`src/rtl/reg_serializer.sv`:
```
// reg_serializer: parallel-in, serial-out reader for the register datapath.
// Accepts one WIDTH-bit word via a valid/ready load handshake and shifts it
// out MSB-first, one bit per accepted cycle, via a valid/ready serial handshake.
//
// Optional feature macro: SER_PARITY_EN
//   When defined, an even-parity bit is appended after the last data bit and
//   sout_last flags that parity bit instead of the final data bit.
//
// Ports:
//   clk         in   rising-edge clock
//   rst_n       in   asynchronous active-low reset
//   D           in   parallel word, sampled only on a load handshake
//   load_valid  in   producer has a word on D
//   load_ready  out  block can accept a word (idle)
//   sout        out  current serial bit, 0 when sout_valid is low
//   sout_valid  out  sout holds a valid bit
//   sout_last   out  current bit is the final bit of the word
//   sout_ready  in   consumer accepts the current bit this cycle
//   busy        out  inverse of load_ready
module reg_serializer #(
    parameter int unsigned WIDTH = 32
) (
    input  logic             clk,
    input  logic             rst_n,
    input  logic [WIDTH-1:0] D,
    input  logic             load_valid,
    output logic             load_ready,
    output logic             sout,
    output logic             sout_valid,
    output logic             sout_last,
    input  logic             sout_ready,
    output logic             busy
);

    localparam int unsigned     CntW    = $clog2(WIDTH);
    localparam logic [CntW-1:0] LastCnt = CntW'(WIDTH - 1);

`ifdef SER_PARITY_EN
    typedef enum logic [1:0] {StIdle, StShift, StParity} state_e;
`else
    typedef enum logic [0:0] {StIdle, StShift} state_e;
`endif

    state_e           state;
    logic [WIDTH-1:0] shreg;
    logic [CntW-1:0]  cnt;
`ifdef SER_PARITY_EN
    logic             par;
`endif

    always_ff @(posedge clk or negedge rst_n) begin
        if (!rst_n) begin
            state <= StIdle;
            shreg <= '0;
            cnt   <= '0;
`ifdef SER_PARITY_EN
            par   <= 1'b0;
`endif
        end else begin
            case (state)
                StIdle: begin
                    if (load_valid) begin
                        shreg <= D;
                        cnt   <= '0;
`ifdef SER_PARITY_EN
                        par   <= ^D;
`endif
                        state <= StShift;
                    end
                end
                StShift: begin
                    if (sout_ready) begin
                        shreg <= shreg << 1;
                        if (cnt == LastCnt) begin
`ifdef SER_PARITY_EN
                            state <= StParity;
`else
                            state <= StIdle;
`endif
                        end else begin
                            // Hold at the last index rather than wrapping.
                            cnt <= cnt + CntW'(1);
                        end
                    end
                end
`ifdef SER_PARITY_EN
                StParity: begin
                    if (sout_ready) begin
                        state <= StIdle;
                    end
                end
`endif
                default: state <= StIdle;
            endcase
        end
    end

    // All outputs decode purely from registered state; no input reaches an output.
    always_comb begin
        load_ready = (state == StIdle);
        busy       = (state != StIdle);
        sout_valid = (state != StIdle);
        sout       = 1'b0;
        sout_last  = 1'b0;
        if (state == StShift) begin
            sout = shreg[WIDTH-1];
`ifndef SER_PARITY_EN
            sout_last = (cnt == LastCnt);
`endif
        end
`ifdef SER_PARITY_EN
        if (state == StParity) begin
            sout      = par;
            sout_last = 1'b1;
        end
`endif
    end

endmodule

```
`config.mk`:
```
export PLATFORM = sky130hd
export DESIGN_NAME = reg_serializer
export DESIGN_NICKNAME = d
export VERILOG_FILES = /design/src/rtl/reg_serializer.sv
export SDC_FILE = /design/constraint.sdc
export NUM_CORES = 1
export LEC_CHECK = 0
export ABC_AREA = 0
export BUFFER_PORTS_ARGS = -buffer_cell sky130_fd_sc_hd__buf_2
export CORE_ASPECT_RATIO = 0.5
export CORE_MARGIN = 3
export CORE_UTILIZATION = 57
export DETAILED_ROUTE_END_ITERATION = 10
export PLACE_DENSITY_LB_ADDON = 0.2
export SETUP_SLACK_MARGIN = 0.5
export SLEW_MARGIN = 10
export SYNTH_ARGS = -nofsm -noshare
export SYNTH_HDL_FRONTEND = slang
export SYNTH_SLANG_ARGS = --single-unit
```
`constraint.sdc`:
```
create_clock -name clk -period 5.7 [get_ports clk]
set_input_delay 1.14 -clock clk [delete_from_list [all_inputs] [get_ports clk]]
set_output_delay 1.14 -clock clk [all_outputs]
set_load 0.05 [all_outputs]
```
==> impl_metrics.tcl <==
set metrics [dict create \
    initialDrtViolationCount 69 \
    dp.cells 241 \
    grt_pass1_vias 1254 \
    syn_inst 176 \
    start_kind "flop" \
    hold_class "reg -> reg" \
    cts.path.max_buffers 2 \
    first_pass_iters 4 \
    leakagePower_nw 1.163 \
    drv_cap 0 \
    fin_ws_ps 2674 \
    core_area_sq_um 2814 \
    cts_hold_buf 0 \
    fin_setup_tns_ps 0 \
    drv_slew 0 \
    status "completed" \
    htreeDepth 2 \
    worst_slew_pin_slew_ps 1056 \
    ys.flop_type "dfrtp_1" \
    ys_types 24 \
    worst-endpoint-required_ps 4560 \
    grt_overflow 0 \
    rsz0062_at_grt "no" \
    root_buffer "clkbuf_8" \
    p_per_area_nw_per_um2 413.3 \
    vias 1333 \
    hold_violations 0 \
    routed_wl_um 3419 \
    ys_ff_latch 38 \
    synthArstFlopShare 1.000 \
    netlist_top_cells_area "dfrtp_1 (52%), mux2i_1 (19%), o21ai_0 (8.0%)" \
    finalSetupViolCount 0 \
    clock_skew_ps 10.07 \
    synthesis.area_sq_um 1823 \
    fin_cells 249 \
    met3_length_um 210 \
    drive_gt1_frac 0.2406 \
    row_count 13 \
    routed.top_layer "met4" \
    yosysWarnings 0 \
    hpwl_um 2273 \
    synth_top_area_share 0.5216 \
    post_cts_resized 0 \
    area_delta_synth_final_pct 15.10 \
    numCtsBuffers 5 \
    ant_nets 0 \
    start_util 0.6478 \
    place.gp.congestion 0.8517 \
    io_pins 41 \
    die_y_um 45.99 \
    synth_common_cells "dfrtp_1 (38), nand2_1 (36), mux2i_1 (34), o21ai_0 (29), buf_2 (6)" \
    dp_slack_ps 2984 \
    clkLatencyLatePin_ps 290 \
    die_w_um 85.98 \
    critPathMaxFanout 42 \
    cts.sinks 38 \
    yosysMostFrequentCell "dfrtp_1" \
    synth-edff-count 0 \
    wl_met1_um 1614 \
    nets 249 \
    path_class "reg -> out" \
    drc_errors 0 \
    worst_ir_drop_vdd_mv 0.2680 \
    cts_tree "yes" \
    grt_antenna_before_repair 0 \
    fmax_mhz 330.4 \
    arrival_ps 1890 \
    grt_util_all_layers 0.2005 \
    synth-seq-area-share 0.5216 \
    die-area_sq_um 3954 \
    viasPerCell 5.353 \
    grt_pass1_wl_um 5809 \
    finalCriticalPeriod_ps 3026 \
    syn_nets 214 \
    grt_max_degree 63 \
    slew_headroom 0.2963 \
    portBuffers 40 \
    cts_setup_buffers 0 \
    wire_per_inst_um 13.73 \
    path_clk_slew_ps 80 \
    critPathCaptureType "output pin" \
    insertedDiodeCount 0 \
    finalCritPeriodShare 0.5309 \
    syn_avg_cell_area_sq_um 10.36 \
    yosys.area.top_type "dfrtp_1" \
    wl_met2_um 1563 \
]
==> worst paths after layout <==
path / startpoint / to / slack (ps) / cells past startpoint
worst min-delay path: shreg[28]$_DFFE_PN0P_ / shreg[28]$_DFFE_PN0P_ / 480 / 2
min in group asynchronous: rst_n / shreg[29]$_DFFE_PN0P_ / 940 / 1
worst max register to register: busy$_DFF_PN0_ / shreg[23]$_DFFE_PN0P_ / 3450 / 3
worst max-delay path: busy$_DFF_PN0_ / sout_last / 2670 / 2
max in group asynchronous: rst_n / busy$_DFF_PN0_ / 4190 / 1
worst min register to register: shreg[28]$_DFFE_PN0P_ / shreg[28]$_DFFE_PN0P_ / 480 / 2
==> sequential cells by signal, summed over array words and instances (netlist names) <==
signal,flops
busy,1
shreg,32
cnt,5
==> where the power goes <==
group	switching, mW	internal [mW]
sequential	0.0776	0.361
clock	0.0958	0.0848
combinational	0.129	0.119
total	0.302	0.565
==> cell usage in the layout, fill, tap and decap left out, types with 2 or more instances in the layout <==
cell type,count
clkinv_2,2
xor2_1,2
o21ai_1,3
o21ai_0,29
and2_1,2
nand2_1,36
nand3_1,2
o22ai_1,4
clkbuf_8,5
ha_1,2
dfrtp_1,37
mux2i_1,33
buf_2,40
==> kinds of logic (layout without fill, tap and decap cells) <==
| logic type | count (synthesis) | in the layout | share of synthesized area |
|---|---|---|---|
| AOI/OAI and AO/OA | 39 | 39 | 0.1132 |
| xor gates and xnor gates | 2 | 2 | 0.009611 |
| adders and majority gates | 2 | 2 | 0.01372 |
| buffers and inverters | 14 | 50 | 0.04324 |
| DFF | 38 | 38 | 0.5216 |
| muxes | 34 | 34 | 0.1867 |
| and+or+nand+nor | 47 | 47 | 0.1119 |
==> stage by stage <==
| stage | total power, mW | hold WS [ps] | instance area, sq um | util |
|---|---|---|---|---|
| after floorplan | 0.6252 | 442.4 | 1823 | - |
| after global placement | 0.6736 | 460.2 | 2016 | 0.7163 |
| after detailed placement | 0.6917 | 470.9 | 2016 | 0.7163 |
| after CTS | 0.8740 | 486.2 | 2098 | 0.7457 |
| after global routing | 0.9317 | 515.3 | 2098 | 0.7457 |
| final | 0.8673 | 481.7 | 2098 | 0.7457 |
==> worst max-delay path, stage by stage, from the launching register on <==
cell	delay (ps)
dfrtp_2	1050
and2_1	260
buf_2	270
==> per-layer routing <==
| metal | global-route usage | vias to the layer above |
|---|---|---|
| li1 | - | 673 |
| met4 | 0.06625 | 0 |
| met5 | 0 | - |
| met1 | 0.2592 | 622 |
| met2 | 0.3139 | 33 |
| met3 | 0.07942 | 5 |
==> cell type report <==
| class | instances | area [sq um] |
|---|---|---|
| sequential | 38 | 952.2 |
| multi-input combinational | 124 | 805.8 |
| timing repair buffer | 41 | 207.7 |
| clock buffer | 6 | 72.57 |
| clock inverter | 2 | 10.01 |
| tap | 37 | 46.29 |
| inverter | 1 | 3.754 |
| fill | 214 | 715.7 |
Note: power is estimated with default switching activity, not from simulation.
